File: src/rtl/shift_add_mult_ctrl.sv
// Sequencing FSM for the shift-add unsigned multiplier datapath.
// Issues load/clear/add/shift strobes from a start/done handshake.
module shift_add_mult_ctrl #(
    parameter int WIDTH      = 8,
    parameter int CNT_W      = 4,
    parameter int EARLY_EXIT = 1
) (
    input  logic             clk,
    input  logic             reset,
    input  logic             start,
    input  logic             abort,
    input  logic             mult_lsb,
    input  logic             mult_zero,
    output logic             load,
    output logic             clear_acc,
    output logic             add_en,
    output logic             shift_en,
    output logic             busy,
    output logic             done,
    output logic [CNT_W-1:0] iter_count
);

    typedef enum logic [1:0] {
        IDLE,
        LOAD,
        CALC,
        DONE
    } state_t;

    state_t state;
    logic   early;
    logic   last_iter;

    assign early     = (EARLY_EXIT != 0) && mult_zero;
    assign last_iter = (iter_count == CNT_W'(WIDTH - 1));

    always_ff @(posedge clk or posedge reset) begin
        if (reset) begin
            state      <= IDLE;
            iter_count <= '0;
        end else begin
            unique case (state)
                IDLE: begin
                    if (start) state <= LOAD;
                end
                LOAD: begin
                    iter_count <= '0;
                    state      <= abort ? IDLE : CALC;
                end
                CALC: begin
                    if (abort) begin
                        state <= IDLE;
                    end else if (early) begin
                        state <= DONE;
                    end else begin
                        iter_count <= iter_count + CNT_W'(1);
                        if (last_iter) state <= DONE;
                    end
                end
                DONE: begin
                    state <= start ? LOAD : IDLE;
                end
                default: state <= IDLE;
            endcase
        end
    end

    // Strobes follow the current state so an async reset clears them at once.
    always_comb begin
        load      = (state == LOAD);
        clear_acc = (state == LOAD);
        busy      = (state == LOAD) || (state == CALC);
        done      = (state == DONE);
        shift_en  = (state == CALC) && !abort && !early;
        add_en    = shift_en && mult_lsb;
    end

endmodule

File: config.mk
export PLATFORM = sky130hd
export DESIGN_NAME = shift_add_mult_ctrl
export DESIGN_NICKNAME = d
export VERILOG_FILES = /design/src/rtl/shift_add_mult_ctrl.sv
export SDC_FILE = /design/constraint.sdc
export NUM_CORES = 1
export LEC_CHECK = 0
export CORE_AREA = 2 2 39 41
export CTS_CLUSTER_DIAMETER = 100
export DETAILED_ROUTE_END_ITERATION = 8
export DIE_AREA = 0 0 41 43
export PLACE_DENSITY_LB_ADDON = 0.25
export SLEW_MARGIN = 20
export SYNTH_ARGS = -nofsm -noshare
export SYNTH_HDL_FRONTEND = slang
export SYNTH_SLANG_ARGS = --single-unit
File: constraint.sdc
create_clock -name clk -period 1.6 [get_ports clk]
set_clock_uncertainty 0.15 [all_clocks]
set_input_delay 0.24 -clock clk [delete_from_list [all_inputs] [get_ports clk]]
set_output_delay 0.24 -clock clk [all_outputs]
set_load 0.01 [all_outputs]
* Yosys cells after proc, flatten, opt, wreduce, memory -nomap -nowiden *
Index checks and enable logic that the tools add are counted.

word-level totals
  logic and storage cells = 31
  flip-flop bits (word level) = 6
  input bits = 6
  output and inout bits = 10

cells by class
  reduce and logical (&&, ||, !) cells = 10
  equality and inequality tests = 8
  add/subtract/negate cells = 1
  mux-type cells = 10

operator list
  cell                   count
  $mux W2                5
  $mux W4                2
  $pmux W2 S4            1
  $pmux W4 S2            1
  $ne A2 B2 Y1 const B   3
  $add A4 B1 Y4 const B  1
  $eq A2 B2 Y1 const B   2
  $eq A4 B3 Y1 const B   1
  $ne A4 B4 Y1 const B   1
  $logic_and A1 B1 Y1    3
  $reduce_and A3 Y1      1
  $eq A2 B1 Y1 const B   1
  $logic_not A1 Y1       2
  $logic_not A2 Y1       1
  $reduce_and A2 Y1      1
  $reduce_bool A2 Y1     1
  $logic_or A1 B1 Y1     1
  $mux W1                1

* Depth between registers and ports, before layout *
  word-level depth = 5
  depth in mapped cells = 5
  mapped depth without buffers = 5

* Worst setup path after synthesis *
Ideal clock, no wire load.

  path kind = reg2out
  start = reg state[0]
  end = out add_en
  slack = -0.034 ns
  arrival = 1.244 ns
  stages on the path, launching flop included = 5
  required time = 1.210 ns
  buffers on the path = 0
  cell sequence = dfrtp_1 > inv_1 > ha_1 > nor3b_4 > and2_1

between the ends
  cells in the longest elaborated chain, start to end = 4

ends and longest elaborated chain
  element                            line  source
  start: declaration                 30    state_t state;
  start signal: assignment           48    state <= abort ? IDLE : CALC;
  start signal: assignment           61    state <= start ? LOAD : IDLE;
  $eq A2 B2 Y1                       74    shift_en = (state == CALC) && !abort && !early;
  $logic_and A1 B1 Y1 (2 in series)  74
  named net shift_en                 17    output logic shift_en,
  $logic_and A1 B1 Y1                75    add_en = shift_en && mult_lsb;
  end: declaration                   16    output logic add_en,

The timed path passes the listed nets, and every way through them passes these cells.

* Final worst setup path *
  start = reg state[0]
  end = out add_en

between the ends
  cells in the longest elaborated chain, start to end = 4

ends and longest elaborated chain
  element                            line
  $eq A2 B2 Y1                       74
  $logic_and A1 B1 Y1 (2 in series)  74
  $logic_and A1 B1 Y1                75

Every way passes these cells.

==> summary.md <==
| Metric | Value |
|---|---|
| Worst-Margin Slew | `0.304 ns` |
| Final #Nets | `76` |
| Detailed-placement wirelength estimate | `646 µm` |
| Outcome | `complete, but fails checks` |
| Sequential Power Share | `18.8%` |
| Die height | `43 µm` |
| Logic pwr share | `68.4%` |
| Clock latency on the worst-skew pair | `0.25 ns` |
| Area after DPL | `618 µm²` |
| Total global routing overflow | `0` |
| CTS tree | `built` |
| Initial DRC Count | `0` |
| Period utilisation layout | `104%` |
| Vias per inst | `4.48` |
| Placer Congestion | `0.702` |
| Remaining DRCs | `0` |
| Gate Count Post-Synth | `37` |
| Max Cap Violations | `0` |
| Worst Hold Class | `primary input to async pin` |
| Hold-fix buffers, CTS | `0` |
| CTS root buf | `clkbuf_4` |
| Setup Viol. Count Final | `1` |
| Layout area overhead | `82.3%` |
| Fmax | `599 MHz` |
| Syn nets | `48` |
| Chip Width | `41 µm` |
| Crit path cell chain | `inv_2 -> ha_4 -> nor3b_4 -> and2_4 -> buf_6` |
| Synthesized area | `388 µm²` |
| Average wire per standard cell | `10.6 µm` |
| Sw frac | `36.1%` |
| Row count | `14` |
| Top delay family on crit path | `flip-flops` |
| Bufs and invs on worst path | `2` |
| Synthesized flop and latch total | `6` |
| Fin. max-slew vios | `0` |
| Synth warn | `0` |
| Distinct cells, synth | `19` |
| Design area | `707 µm²` |
| Layout cells sized above 1 | `46.0%` |
| Port-buffer cells | `15` |
| Unrepaired setup endpoints after global routing | `yes` |
| Final Util | `51.1%` |
| WP data required | `1.21 ns` |
| CP max stage delay | `0.38 ns` |
| CP Capture Type | `output pin` |
| H-Tree Depth | `1` |
| Final hold vios | `0` |
| P_leak | `0.402 nW` |
| Clock group share of total power | `12.7%` |
| Routed Antenna Nets | `0` |
| Relative slew margins | `79.7%` |
| Num CTS Buffers | `3` |
| Total wire length | `834 µm` |
| Failing checks | `negative setup slack` |
| Vias in the first global route | `361` |
| CP max FO | `3` |
| ANT cells | `0` |
| Crit Path Category | `register to output pin` |
| Aggregate global-route resource usage | `12.9%` |
| Most frequent cells in the layout | `buf_4 (8), dfrtp_1 (6), buf_6 (6)` |
| Worst path slowest cell | `dfrtp_1` |
| DR pass1 iterations | `1` |
| Fin Hold WS | `0.0565 ns` |
| Setup ws final | `-0.0697 ns` |
| Reg clk slew, reported paths | `0.05 ns` |
| Crit start category | `register` |
| Initial Util | `28.0%` |
| Clock Tree Buf Depth | `2` |
| Largest net degree at the start of global routing | `7` |
| Maximum vdd drop | `0.970 mV` |
| Final worst path period need | `1.67 ns` |
| Core ar. | `1380 µm²` |
| Pwr dens | `1560 nW/µm²` |
| DIE AREA | `1760 µm²` |
| First-pass GRT wire length | `1480 µm` |
| Syn Area/Cell | `10.5 µm²` |
| # IOs | `16` |
| DR vias | `354` |
| Net Sw Power | `0.399 mW` |
| CTS sink cnt | `6` |
| Initial antenna violation count | `0` |
| Int Power | `0.705 mW` |
| Arrival @ worst endpoint | `1.28 ns` |
| Sequential fraction of the synthesis area | `38.7%` |
| Most common cell after layout, fill and taps aside | `buf_4` |
==> path summary, 6_finish.rpt <==
kind,startpoint,endpoint,slack [ns],cells after the start
setup / recovery,state[0],add_en,-0.07,5
hold / removal,reset,iter_count[2],0.06,2
setup reg to reg,state[1],state[1],0,6
hold reg to reg,iter_count[3],iter_count[3],0.33,1
max in group asynchronous,reset,state[0],1.04,2
min in group clk,iter_count[3],iter_count[3],0.33,1
==> synth_stat cells <==
master / n / area [µm²]
nand2_1: 3 / 11.3
nand3b_1: 1 / 7.51
ha_1: 5 / 62.6
a21oi_1: 1 / 5.00
mux2_2: 1 / 11.3
nor3b_4: 1 / 18.8
mux2i_1: 2 / 20.0
and2_1: 1 / 6.26
nand2b_1: 1 / 6.26
nor2_1: 1 / 3.75
a21o_1: 1 / 7.51
nand4_1: 1 / 6.26
buf_4: 1 / 7.51
o21ai_0: 2 / 10.0
a22o_1: 2 / 17.5
a221oi_1: 1 / 8.76
a2111oi_0: 1 / 8.76
inv_1: 5 / 18.8
dfrtp_1: 6 / 150
==> sequential cells by signal (all words and copies together), names as in the netlist <==
register	count
state	2
iter_count	4
==> power by group through the flow <==
stage | Clock, mW | Sequential (mW) | Combinational (mW)
after floorplan | 0 | 0.224 | 0.288
after global routing | 0.162 | 0.212 | 0.823
final | 0.141 | 0.208 | 0.755
after global placement | 0 | 0.216 | 0.567
after CTS | 0.148 | 0.209 | 0.625
after detailed placement | 0 | 0.216 | 0.564
==> cell type report <==
type	count	area, µm²
fill	137	677
multi-input combinational	25	264
timing repair buffer	24	229
sequential	6	150
clock buffer	3	22.5
inverter	5	21.3
tap	16	20.0
==> per-stage QoR <==
step | power [mW] | TNS [ns] | worst slack, ns | cells
floorplan | 0.512 | 0 | 0.0415 | 37
global placement | 0.783 | -1.31 | -0.398 | 74
detailed placement | 0.780 | -1.39 | -0.415 | 74
CTS | 0.983 | -0.0935 | -0.0935 | 78
global route | 1.20 | -0.229 | -0.129 | 79
finish | 1.10 | -0.0697 | -0.0697 | 79
==> logic make-up (layout without fill, tap and decap cells) <==
| family | after synthesis | after routing | synth area share, % |
|---|---|---|---|
| DFF | 6 | 6 | 38.7 |
| AOI/OAI and AO/OA | 8 | 8 | 14.8 |
| muxes | 3 | 3 | 8.06 |
| buffers and inverters | 6 | 32 | 6.78 |
| and+or+nand+nor | 9 | 9 | 15.5 |
| adders and majority gates | 5 | 5 | 16.1 |
==> metal layers <==
metal  track usage (%)  share of wire, %  vias up
li1                  -                 -      181
met1              14.8                39      160
met2              19.4                50       13
met3              9.42                11        0
met4              2.00                 0        0
met5                 0                 0        -
==> worst register-to-register path, stage by stage, from the launching register on <==
cell     delay (ns)
dfrtp_1        0.38
buf_6          0.12
ha_4           0.14
nor3b_4        0.15
buf_4          0.15
a22o_1         0.21
a21o_1         0.19
==> timing repair <==
item                       CTS  global route
gates cloned                 0             0
pin swaps                    2             1
setup endpoints to repair    8             9
setup buffers                1             2
resized for setup           33            12
(Power assumes the default switching activity.)
